$ cat src/rtl/sa_pkg.sv
// Shared types and helpers for the systolic-array matrix-multiply controller.
package sa_pkg;

  typedef enum logic [1:0] {
    IDLE  = 2'd0,
    FEED  = 2'd1,
    DRAIN = 2'd2,
    HOLD  = 2'd3
  } state_t;

  localparam bit SEL_A = 1'b0;
  localparam bit SEL_B = 1'b1;

  // Accumulator width that holds N products of two DW-bit operands without overflow.
  function automatic int acc_width(input int dw, input int n);
    return 2 * dw + $clog2(n);
  endfunction

endpackage

$ cat src/rtl/sa_mm_ctrl_if.sv
// Operand-write, result-read and array-side signals of the systolic-array controller.
interface sa_mm_ctrl_if #(
  parameter int N  = 8,
  parameter int DW = 8,
  parameter int AW = 2 * DW + $clog2(N)
);
  localparam int IW = $clog2(N);

  logic              wr_valid;
  logic              wr_ready;
  logic              wr_sel;
  logic [IW-1:0]     wr_row;
  logic [IW-1:0]     wr_col;
  logic [DW-1:0]     wr_data;
  logic              start;
  logic              busy;
  logic              done;
  logic              err;
  logic              rd_req;
  logic [IW-1:0]     rd_row;
  logic [IW-1:0]     rd_col;
  logic              rd_valid;
  logic [AW-1:0]     rd_data;
  logic              sa_en;
  logic              sa_valid;
  logic [IW-1:0]     sa_idx;
  logic [N*DW-1:0]   sa_a;
  logic [N*DW-1:0]   sa_b;
  logic [N*N*AW-1:0] sa_y;
  logic              sa_y_valid;

  modport master (
    output wr_valid, wr_sel, wr_row, wr_col, wr_data, start,
    output rd_req, rd_row, rd_col, sa_y, sa_y_valid,
    input  wr_ready, busy, done, err, rd_valid, rd_data,
    input  sa_en, sa_valid, sa_idx, sa_a, sa_b
  );

  modport slave (
    input  wr_valid, wr_sel, wr_row, wr_col, wr_data, start,
    input  rd_req, rd_row, rd_col, sa_y, sa_y_valid,
    output wr_ready, busy, done, err, rd_valid, rd_data,
    output sa_en, sa_valid, sa_idx, sa_a, sa_b
  );

endinterface

$ cat src/rtl/sa_operand_bank.sv
// One N x N operand bank: single write port, combinational slice read of
// column idx (COL_SLICE=1, lane i = M[i][idx]) or row idx (COL_SLICE=0, lane j = M[idx][j]).
module sa_operand_bank #(
  parameter int N         = 8,
  parameter int DW        = 8,
  parameter bit COL_SLICE = 1'b1
) (
  input  logic                   CLK,
  input  logic                   we,
  input  logic [$clog2(N)-1:0]   row,
  input  logic [$clog2(N)-1:0]   col,
  input  logic [DW-1:0]          data,
  input  logic [$clog2(N)-1:0]   idx,
  output logic [N*DW-1:0]        slice
);

  logic [DW-1:0] mem [N][N];

  always_ff @(posedge CLK) begin
    if (we) begin
      mem[row][col] <= data;
    end
  end

  for (genvar l = 0; l < N; l++) begin : g_lane
    if (COL_SLICE) begin : g_col
      assign slice[l*DW +: DW] = mem[l][idx];
    end else begin : g_row
      assign slice[l*DW +: DW] = mem[idx][l];
    end
  end

endmodule

$ cat src/rtl/sa_mm_ctrl.sv
// Systolic-array controller: buffers A/B, feeds N steps into the array, captures
// the N x N result on completion (or flags a drain timeout), and serves result reads.
module sa_mm_ctrl
  import sa_pkg::*;
#(
  parameter int N       = 8,
  parameter int DW      = 8,
  parameter int AW      = acc_width(DW, N),
  parameter int TIMEOUT = 4 * N
) (
  input  logic        CLK,
  input  logic        RST,
  sa_mm_ctrl_if.slave bus
);

  localparam int IW = $clog2(N);
  localparam int CW = $clog2(TIMEOUT + 1);

  state_t            state;
  logic [1:0]        loaded;
  logic [1:0]        lock;
  logic [IW-1:0]     k;
  logic [IW-1:0]     feed_idx;
  logic [CW-1:0]     cnt;
  logic [N*N*AW-1:0] res;
  logic [AW-1:0]     res_el [N][N];
  logic [N*DW-1:0]   slice_a, slice_b, sa_a_q, sa_b_q;
  logic [AW-1:0]     rd_data_q;
  logic              busy_q, done_q, err_q, rd_valid_q, sa_en_q, sa_valid_q;
  logic              wr_fire, last_elem;

  assign bus.wr_ready = ((state == IDLE) || (state == HOLD)) && !lock[bus.wr_sel];
  assign wr_fire      = bus.wr_valid && bus.wr_ready;
  assign last_elem    = (bus.wr_row == IW'(N - 1)) && (bus.wr_col == IW'(N - 1));

  // Banks are read one step ahead so sa_a/sa_b can be registered outputs.
  assign feed_idx = (state == FEED) ? k + IW'(1) : '0;

  sa_operand_bank #(.N(N), .DW(DW), .COL_SLICE(1'b1)) u_bank_a (
    .CLK   (CLK),
    .we    (wr_fire && (bus.wr_sel == SEL_A)),
    .row   (bus.wr_row),
    .col   (bus.wr_col),
    .data  (bus.wr_data),
    .idx   (feed_idx),
    .slice (slice_a)
  );

  sa_operand_bank #(.N(N), .DW(DW), .COL_SLICE(1'b0)) u_bank_b (
    .CLK   (CLK),
    .we    (wr_fire && (bus.wr_sel == SEL_B)),
    .row   (bus.wr_row),
    .col   (bus.wr_col),
    .data  (bus.wr_data),
    .idx   (feed_idx),
    .slice (slice_b)
  );

  for (genvar i = 0; i < N; i++) begin : g_res_row
    for (genvar j = 0; j < N; j++) begin : g_res_col
      assign res_el[i][j] = res[(i*N+j)*AW +: AW];
    end
  end

  always_ff @(posedge CLK) begin
    if (!RST) begin
      state      <= IDLE;
      loaded     <= '0;
      lock       <= '0;
      k          <= '0;
      cnt        <= '0;
      res        <= '0;
      sa_a_q     <= '0;
      sa_b_q     <= '0;
      rd_data_q  <= '0;
      busy_q     <= 1'b0;
      done_q     <= 1'b0;
      err_q      <= 1'b0;
      rd_valid_q <= 1'b0;
      sa_en_q    <= 1'b0;
      sa_valid_q <= 1'b0;
    end else begin
      done_q     <= 1'b0;
      err_q      <= 1'b0;
      rd_valid_q <= 1'b0;
      if (wr_fire && last_elem) begin
        loaded[bus.wr_sel] <= 1'b1;
        lock[bus.wr_sel]   <= 1'b1;
      end
      case (state)
        IDLE, HOLD: begin
          if ((state == HOLD) && bus.rd_req) begin
            rd_valid_q <= 1'b1;
            rd_data_q  <= res_el[bus.rd_row][bus.rd_col];
          end
          // loaded is the pre-write value, so a completing write cannot satisfy this start.
          if (bus.start) begin
            if (&loaded) begin
              state      <= FEED;
              loaded     <= '0;
              k          <= '0;
              busy_q     <= 1'b1;
              sa_en_q    <= 1'b1;
              sa_valid_q <= 1'b1;
              sa_a_q     <= slice_a;
              sa_b_q     <= slice_b;
            end else begin
              err_q <= 1'b1;
            end
          end
        end
        FEED: begin
          if (k == IW'(N - 1)) begin
            state      <= DRAIN;
            k          <= '0;
            cnt        <= '0;
            sa_valid_q <= 1'b0;
            sa_a_q     <= '0;
            sa_b_q     <= '0;
          end else begin
            k      <= k + IW'(1);
            sa_a_q <= slice_a;
            sa_b_q <= slice_b;
          end
        end
        DRAIN: begin
          if (bus.sa_y_valid) begin
            res     <= bus.sa_y;
            done_q  <= 1'b1;
            lock    <= '0;
            busy_q  <= 1'b0;
            sa_en_q <= 1'b0;
            state   <= HOLD;
          end else if (cnt == CW'(TIMEOUT - 1)) begin
            err_q   <= 1'b1;
            lock    <= '0;
            busy_q  <= 1'b0;
            sa_en_q <= 1'b0;
            state   <= HOLD;
          end else begin
            cnt <= cnt + CW'(1);
          end
        end
        default: state <= IDLE;
      endcase
    end
  end

  assign bus.busy     = busy_q;
  assign bus.done     = done_q;
  assign bus.err      = err_q;
  assign bus.rd_valid = rd_valid_q;
  assign bus.rd_data  = rd_data_q;
  assign bus.sa_en    = sa_en_q;
  assign bus.sa_valid = sa_valid_q;
  assign bus.sa_idx   = k;
  assign bus.sa_a     = sa_a_q;
  assign bus.sa_b     = sa_b_q;

endmodule
$ cat src/flat_wrapper.sv
// flat-port wrapper written by rule: the top's interface ports become plain ports
module sa_mm_ctrl_flat import sa_pkg::*;
#(
  parameter int N       = 8,
  parameter int DW      = 8,
  parameter int AW      = acc_width(DW, N),
  parameter int TIMEOUT = 4 * N
)
  (CLK, RST, bus_wr_valid, bus_wr_sel, bus_wr_row, bus_wr_col, bus_wr_data, bus_start, bus_rd_req, bus_rd_row, bus_rd_col, bus_sa_y, bus_sa_y_valid, bus_wr_ready, bus_busy, bus_done, bus_err, bus_rd_valid, bus_rd_data, bus_sa_en, bus_sa_valid, bus_sa_idx, bus_sa_a, bus_sa_b);
  sa_mm_ctrl_if #(.N(N), .DW(DW), .AW(AW)) bus_i ();
  input  logic CLK;
  input  logic RST;
  input wire logic [$bits(bus_i.wr_valid)-1:0] bus_wr_valid;
  input wire logic [$bits(bus_i.wr_sel)-1:0] bus_wr_sel;
  input wire logic [$bits(bus_i.wr_row)-1:0] bus_wr_row;
  input wire logic [$bits(bus_i.wr_col)-1:0] bus_wr_col;
  input wire logic [$bits(bus_i.wr_data)-1:0] bus_wr_data;
  input wire logic [$bits(bus_i.start)-1:0] bus_start;
  input wire logic [$bits(bus_i.rd_req)-1:0] bus_rd_req;
  input wire logic [$bits(bus_i.rd_row)-1:0] bus_rd_row;
  input wire logic [$bits(bus_i.rd_col)-1:0] bus_rd_col;
  input wire logic [$bits(bus_i.sa_y)-1:0] bus_sa_y;
  input wire logic [$bits(bus_i.sa_y_valid)-1:0] bus_sa_y_valid;
  output wire logic [$bits(bus_i.wr_ready)-1:0] bus_wr_ready;
  output wire logic [$bits(bus_i.busy)-1:0] bus_busy;
  output wire logic [$bits(bus_i.done)-1:0] bus_done;
  output wire logic [$bits(bus_i.err)-1:0] bus_err;
  output wire logic [$bits(bus_i.rd_valid)-1:0] bus_rd_valid;
  output wire logic [$bits(bus_i.rd_data)-1:0] bus_rd_data;
  output wire logic [$bits(bus_i.sa_en)-1:0] bus_sa_en;
  output wire logic [$bits(bus_i.sa_valid)-1:0] bus_sa_valid;
  output wire logic [$bits(bus_i.sa_idx)-1:0] bus_sa_idx;
  output wire logic [$bits(bus_i.sa_a)-1:0] bus_sa_a;
  output wire logic [$bits(bus_i.sa_b)-1:0] bus_sa_b;
  assign bus_i.wr_valid = bus_wr_valid;
  assign bus_i.wr_sel = bus_wr_sel;
  assign bus_i.wr_row = bus_wr_row;
  assign bus_i.wr_col = bus_wr_col;
  assign bus_i.wr_data = bus_wr_data;
  assign bus_i.start = bus_start;
  assign bus_i.rd_req = bus_rd_req;
  assign bus_i.rd_row = bus_rd_row;
  assign bus_i.rd_col = bus_rd_col;
  assign bus_i.sa_y = bus_sa_y;
  assign bus_i.sa_y_valid = bus_sa_y_valid;
  assign bus_wr_ready = bus_i.wr_ready;
  assign bus_busy = bus_i.busy;
  assign bus_done = bus_i.done;
  assign bus_err = bus_i.err;
  assign bus_rd_valid = bus_i.rd_valid;
  assign bus_rd_data = bus_i.rd_data;
  assign bus_sa_en = bus_i.sa_en;
  assign bus_sa_valid = bus_i.sa_valid;
  assign bus_sa_idx = bus_i.sa_idx;
  assign bus_sa_a = bus_i.sa_a;
  assign bus_sa_b = bus_i.sa_b;
  sa_mm_ctrl #(.N(N), .DW(DW), .AW(AW), .TIMEOUT(TIMEOUT)) u_core (.CLK(CLK), .RST(RST), .bus(bus_i));
endmodule
$ cat config.mk
export PLATFORM = sky130hd
export DESIGN_NAME = sa_mm_ctrl_flat
export DESIGN_NICKNAME = d
export VERILOG_FILES = /design/src/rtl/sa_pkg.sv /design/src/rtl/sa_mm_ctrl_if.sv /design/src/rtl/sa_operand_bank.sv /design/src/rtl/sa_mm_ctrl.sv /design/src/flat_wrapper.sv
export SDC_FILE = /design/constraint.sdc
export NUM_CORES = 2
export LEC_CHECK = 0
export ABC_CLOCK_PERIOD_IN_PS = 4400
export BUFFER_PORTS_ARGS = -buffer_cell sky130_fd_sc_hd__buf_4
export CAP_MARGIN = 15
export CORE_AREA = 2 2 540 542
export CTS_CLUSTER_DIAMETER = 150
export CTS_CLUSTER_SIZE = 25
export DETAILED_ROUTE_END_ITERATION = 8
export DIE_AREA = 0 0 542 544
export GPL_TIMING_DRIVEN = 0
export PLACE_DENSITY = 0.48
export REMOVE_ABC_BUFFERS = 1
export SKIP_LAST_GASP = 1
export SLEW_MARGIN = 20
export SYNTH_ARGS = -nofsm -noshare
export SYNTH_HDL_FRONTEND = slang
export SYNTH_HIERARCHICAL = 1
export SYNTH_SLANG_ARGS = --single-unit
$ cat constraint.sdc
create_clock -name CLK -period 4.4 [get_ports CLK]
set_clock_uncertainty 0.15 [all_clocks]
set_input_delay 0.66 -clock CLK [delete_from_list [all_inputs] [get_ports CLK]]
set_output_delay 0.66 -clock CLK [all_outputs]
set_load 0.01 [all_outputs]
## Word level (Yosys, flattened, before mapping)

Memories as Yosys holds them, arrays and structs flattened.
Index checks and enable logic that the tools add are counted.

- Bitwise gates (word level): 7
- Mux-type cells: 85
- Reductions and logical operators: 26
- Order comparisons: 7
- Equal/unequal tests: 13
- $add $sub $neg: 2

Operators by type and width:

| cell | count |
|---|---|
| $mux W64 | 8 |
| $bmux W152 S3 | 1 |
| $mux W152 | 2 |
| $pmux W64 S2 | 2 |
| $bmux W8 S3 | 8 |
| $mux W8 | 17 |
| $bmux W19 S3 | 1 |
| $mux W19 | 2 |
| $mux W2 | 13 |
| $demux W8 S3 | 1 |
| $mux W6 | 3 |
| $ge A4 B4 Y1 const B | 4 |
| $mux W1 | 16 |
| $not A3 Y4 | 4 |
| $reduce_and A4 Y1 | 4 |
| $mux W3 | 4 |
| $pmux W6 S2 | 1 |
| $reduce_and A2 Y1 | 5 |
| $eq A3 B3 Y1 const B | 3 |
| $logic_and A1 B1 Y1 | 9 |
| $ne A2 B2 Y1 const B | 4 |
| $add A6 B1 Y6 const B | 1 |
| $eq A6 B5 Y1 const B | 1 |
| $pmux W1 S2 | 3 |
| 19 further kinds | 23 |

- Memory bits (writable): 1024
- Memories kept: 2
- Register bits after elaboration: 1383
- Logic and storage cells: 156
- Bits of input ports: 1243

Memory list:

| name | depth | bits a word | rd ports | clocked after Yosys merged registers in | wr ports | line | RTL |
|---|---|---|---|---|---|---|---|
| u_core.u_bank_a.mem | 8 | 64 | 8 | 0 | 1 | sa_operand_bank.sv:17 | `logic [DW-1:0] mem [N][N];` |
| u_core.u_bank_b.mem | 8 | 64 | 1 | 0 | 1 | sa_operand_bank.sv:17 |  |

## Logic depth before layout (Yosys ltp)

- Depth in word-level cells: 10
- Gate-level depth with buffers: 11
- Mapped depth without buffers: 8

## Hierarchy

The synthesis kept the hierarchy.

Modules (own cells, without submodules):

| module | cells an instance | instances | area an instance (um^2) |
|---|---|---|---|
| sa_mm_ctrl | 4254 | 1 | 51659.5 |
| sa_operand_bank | 834 | 2 | 19640.1 |

## Worst setup path before layout

OpenSTA, ideal clock, no wires.

- Path kind: input-to-reg
- From: input bus_wr_sel
- To: memory u_core/u_bank_b/mem[6][56] (netlist bit) (enable)
- Data arrival time: 2426 ps
- Required time: 3880 ps
- Setup time: 370 ps
- Path slack: 1454 ps
- Cell stages on the path: 7
- Cell sequence: mux2i_1 > and2_1 > and3_1 > clkbuf_1 > or4b_1 > clkbuf_1 > nor2_1

- Longest elaborated chain between the ends: 8

RTL lines:

| what | line | RTL |
|---|---|---|
| start: declaration | flat_wrapper.sv:14 | `input wire logic [$bits(bus_i.wr_sel)-1:0] bus_wr_sel;` |
| $mux W1 (implied by the code) (2 in a row) | sa_mm_ctrl.sv:32 | `assign bus.wr_ready = ((state == IDLE) \|\| (state == HOLD)) && !lock[bus.wr_sel];` |
| $logic_not A1 Y1 | sa_mm_ctrl.sv:32 |  |
| $logic_and A1 B1 Y1 | sa_mm_ctrl.sv:32 |  |
| via bus_wr_ready | flat_wrapper.sv:24 | `output wire logic [$bits(bus_i.wr_ready)-1:0] bus_wr_ready;` |
| $logic_and A1 B1 Y1 | sa_mm_ctrl.sv:33 | `assign wr_fire = bus.wr_valid && bus.wr_ready;` |
| $logic_and A1 B1 Y1 | sa_mm_ctrl.sv:51 | `.we (wr_fire && (bus.wr_sel == SEL_B)),` |
| $mux W1 | sa_operand_bank.sv:20 | `if (we) begin` |
| $mux W64 (implied by the code) | sa_operand_bank.sv:21 | `mem[row][col] <= data;` |
| end: declaration | sa_operand_bank.sv:17 |  |

The timed path passes the listed nets, and every way through them passes these cells. The select of a mux whose other input is x is not followed.

## Final worst setup path

- From: register u_core.state[0]
- To: register u_core.rd_data_q[0], in the netlist u_core/bus.rd_data[0]

- Longest elaborated chain between the ends: 3
- Elaborated cells on any way between the ends: 5
- Those cells by class: 1 x eq/ne; 4 x reduce/logical

RTL lines:

| what | line | RTL |
|---|---|---|
| start: declaration | sa_mm_ctrl.sv:19 | `state_t state;` |
| start signal: assignment | sa_mm_ctrl.sv:67 | `state <= IDLE;` |
| start signal: assignment | sa_mm_ctrl.sv:99 | `state <= FEED;` |
| start signal: assignment | sa_mm_ctrl.sv:114 | `state <= DRAIN;` |
| $eq A2 B2 Y1 / $logic_not A2 Y1 (equally long branches) | sa_mm_ctrl.sv:90, sa_mm_ctrl.sv:92 |  |
| $reduce_or A2 Y1 / $logic_and A1 B1 Y1 (equally long branches) | sa_mm_ctrl.sv:90, sa_mm_ctrl.sv:92 |  |
| $reduce_and A2 Y1 (no line) * | - |  |
| end signal: assignment | sa_mm_ctrl.sv:94 | `rd_data_q <= res_el[bus.rd_row][bus.rd_col];` |
| end: declaration | sa_mm_ctrl.sv:28 | `logic [AW-1:0] rd_data_q;` |

Every way passes the cells marked *; elsewhere a longest branch is shown, timed or not.
A chain may end at the register's enable or synchronous reset.

==> impl_results.md <==
* RSZ-0062 raised after global routing: false
* Switch Pwr at between 10 and 15 mW
* Filler Cell Count at roughly 27000
* Max_slew headroom at about an eighth
* Mapped Area at approximately 90000 sq um
* Hold Path End: u_core/lock[0]$_SDFF_PN0_
* Final setup violation count at 0
* Critical path endpoint category: register
* Lkg Pwr at approximately 45 nW
* Clock tree buffer depth at 4
* Type of the worst min-delay path: input pin to register
* Crit Reg-Reg Endpoint: u_core/bus.rd_data[0]$_SDFFE_PN0P_
* Required time worst endpoint at around 5100 ps
* Vias in the first global route at 66000
* IO buf count at 1399
* Final std cells w/o fill at 12300
* First-pass GRT wire length at approximately 550 mm
* PwrDens at about 390 nW/um^2
* Sink Count at about 2400
* DRT antenna net count at 0
* Clk slew on worst S/H paths at roughly 110 ps
* Initial antenna violation count at around 260
* Via count at roughly 67000
* Remaining DRCs at 0
* Max cap viols at 0
* Slowest cell on crit path: a31oi_1
* Number of synthesized flops with an enable pin at roughly 1000
* Final Hold Viols at 0
* Via-to-Cell Ratio at approximately 5.4
* YS warnings at 6
* Avg WL per Cell at around 34 um
* Slowest stage delay, CP at 1120 ps
* DRT Pass-1 Iters at 8
* IR drop worst, VDD at about 0.42 mV
* CP max FO at 19
* Total die area at 295000 sq um
* DPL Wire Length at 316 mm
* GRT Util Overall at 27.1%
* Post-synth ARST share at 0%
* CTS tree: yes
* Initial core utilization at between 30% and 40%
* DR iter-0 viols at 6379
* Commonest cells in the synthesized netlist: dfxtp_1 (1383), a22o_1 (1235), edfxtp_1 (1024)
* Synth Register Bits at approximately 2400
* Sequential area share after synthesis at between 60 and 70%
* Top post-synthesis cells by area: edfxtp_1 (34%), dfxtp_1 (30%), a22o_1 (12%), mux4_2 (12%), mux2i_1 (1.9%)
* Switching share of power at 28.0%
* Comb power frac at a little over a fifth
* Clock share of power at between 20% and 30%
* Width of the chip at about 540 um
* Critical-path cell list: inv_1 -> ha_2 -> nand4_1 -> or2_2 -> a31oi_1 -> or3_1
* Core area at 289000 sq um
* CTS root buf: clkbuf_16
* Row count at slightly below 200
* Multi-input gate area at 30300 sq um
* Type of the worst setup path: register to register
* Clock insertion delay at the later pin of the skew report at slightly below 900 ps
* Outcome: complete, no violations
* Area Growth Syn to Fin at 36.7%
* Sequential Power Share at between 50% and 60%
* Cell variety after synth at 50
* Nets at about 9600
* Count leader, synth: dfxtp_1
* CP arrival at between 5000 and 6000 ps
* Hold path depth at 5
* Cells after DPL at between 10000 and 15000
* Max Clock Freq at about 230 MHz
* Post-route core utilization at between 40% and 50%
* Largest area contributor in the netlist: edfxtp_1
* Crit path launch type: register
* Ports at 1400
* Minimum clock period at ~4300 ps
* Int Power at around 35 mW
* Synth Flop Type: dfxtp_1
* CTS buffer count at 112
* Share of post-route cells with drive strength above 1 at ~28%
* R2r setup slk at 70 ps
* Gpl congestion at 0.914
* Final WL at 416 mm
* FF+latch area at 58400 sq um
* Largest net degree at the start of global routing at between 100 and 150
* Post-route clock period utilization at between 90% and 100%
* Cells after Synth at 5922
* Worst r2r path cells at 6
* Worst Tran Pin Value at around 1300 ps
* HP Start: bus_wr_valid
* GR Overflow Total at 0
* Die Y-Extent at 544 um
* Fin. max-slew vios at 0
* Avg Cell Area, Syn at 15.4 sq um
* Worst r2r src: u_core/state[0]$_SDFFE_PN0P_
* H-tree depth at 3
* Top-area cell type share of the netlist area at between 30 and 40%
how the worst max path moves through the flow:
stage                                       startpoint  slack (ps)  depth (start not counted)                             endpoint
final                     u_core/state[0]$_SDFFE_PN0P_          70                          6   u_core/bus.rd_data[0]$_SDFFE_PN0P_
after global routing                               RST           4                         18         u_core/res[999]$_SDFFE_PN0P_
after CTS                                          RST          40                         19         u_core/res[923]$_SDFFE_PN0P_
after detailed placement                 bus_rd_row[0]        -670                          8  u_core/bus.rd_data[15]$_SDFFE_PN0P_
after global placement                             RST      -88320                          3           u_core/bus.done$_SDFF_PN0_
after floorplan                                    RST      -44790                          3           u_core/res[0]$_SDFFE_PN0P_
per-stage QoR:
step / setup WS, ps / setup TNS (ps) / area [sq um] / total power [mW] / hold WS [ps]
after floorplan: -44790 / - / 88600 / 30.2 / 290
after global placement: -88320 / - / 104000 / 32.3 / 295
after detailed placement: -672 / -45810 / 108000 / 35.3 / 294
after CTS: 42.7 / 0 / 124000 / 49.0 / 97.0
after global routing: 4.02 / 0 / 124000 / 50.3 / 168
final: 67.3 / 0 / 124000 / 48.7 / 186
power groups by stage:
stage	combinational (mW)	clock, mW	sequential, mW
after floorplan	4.82	0	25.4
after global placement	7.05	0	25.2
after detailed placement	8.96	0	26.4
after CTS	10.2	12.9	25.9
after global routing	10.7	13.6	26.0
final	10.2	12.5	25.9
area by class of cell:
cell class	instances	share of cell area, %
flip-flops and latches	2407	47.0
multi-input cells	2962	24.4
clock buffers	165	2.47
repair buffers	2813	21.9
clock inverters	7	0.113
inverters	8	0.0302
diodes	142	0.286
well taps	3800	3.82
routing by layer:
layer | vias to the layer above | global-route usage (%) | share of wire [%]
met3 | 724 | 4.49 | 6.2
met5 | - | 0 | 0.055
met2 | 2674 | 44.9 | 48
met4 | 38 | 13.5 | 5.7
met1 | 34700 | 34.3 | 40
li1 | 28600 | - | -
worst max-delay path, delay by kind of cell, from the launching register on:
kind,cells,cell delay [ps]
compound gates,1,1120
fa+ha+maj,1,440
buf+inv,1,80
simple gates,3,1990
flops,1,440
state kept, by name, indices dropped and copies added, names as in the netlist:
register / count
u_core/loaded: 2
u_core/u_bank_a/mem: 512
u_core/bus.sa_b: 64
u_core/lock: 2
u_core/bus.sa_en: 1
u_core/bus.done: 1
u_core/u_bank_b/mem: 512
u_core/bus.sa_a: 64
u_core/bus.sa_idx: 3
u_core/bus.rd_valid: 1
u_core/bus.err: 1
u_core/bus.sa_valid: 1
u_core/res: 1216
u_core/bus.rd_data: 19
u_core/state: 2
u_core/cnt: 6
logic make-up after synthesis:
logic type | Yosys count | share of synthesized area [%]
flops | 2407 | 64.3
compound gates | 1596 | 14.5
mux | 785 | 15.5
simple gates | 569 | 2.93
buf+inv | 553 | 2.66
fa+ha+maj | 7 | 0.0963
xor+xnor | 5 | 0.0482
layout by cell type (no fill, tap or decap), types with 7 or more instances in the layout:
cell and count:
buf_4 1395, dfxtp_1 1383, a22o_1 1235, dlygate4sd3_1 1223, edfxtp_1 1024, mux4_2 480, nand3_1 175, mux2i_1 172
nand2_1 160, a21oi_1 153, diode_2 142, nor2_1 141, a22oi_1 134, mux2_2 128, clkbuf_16 115, buf_16 110
buf_12 60, clkbuf_1 50, or3_1 23, o211ai_1 20, buf_6 14, a31oi_1 14, buf_8 11, a221oi_2 10
a221oi_1 10, inv_1 7
timing repair:
action,CTS,global route
endpoints found under the hold margin,1223,58
hold buffers,1221,2
pin swaps,1,1
gates resized for setup,0,1
buffers inserted,1,4
endpoints found under the setup margin,64,100
No activity file was read; power rests on OpenSTA's default activity.
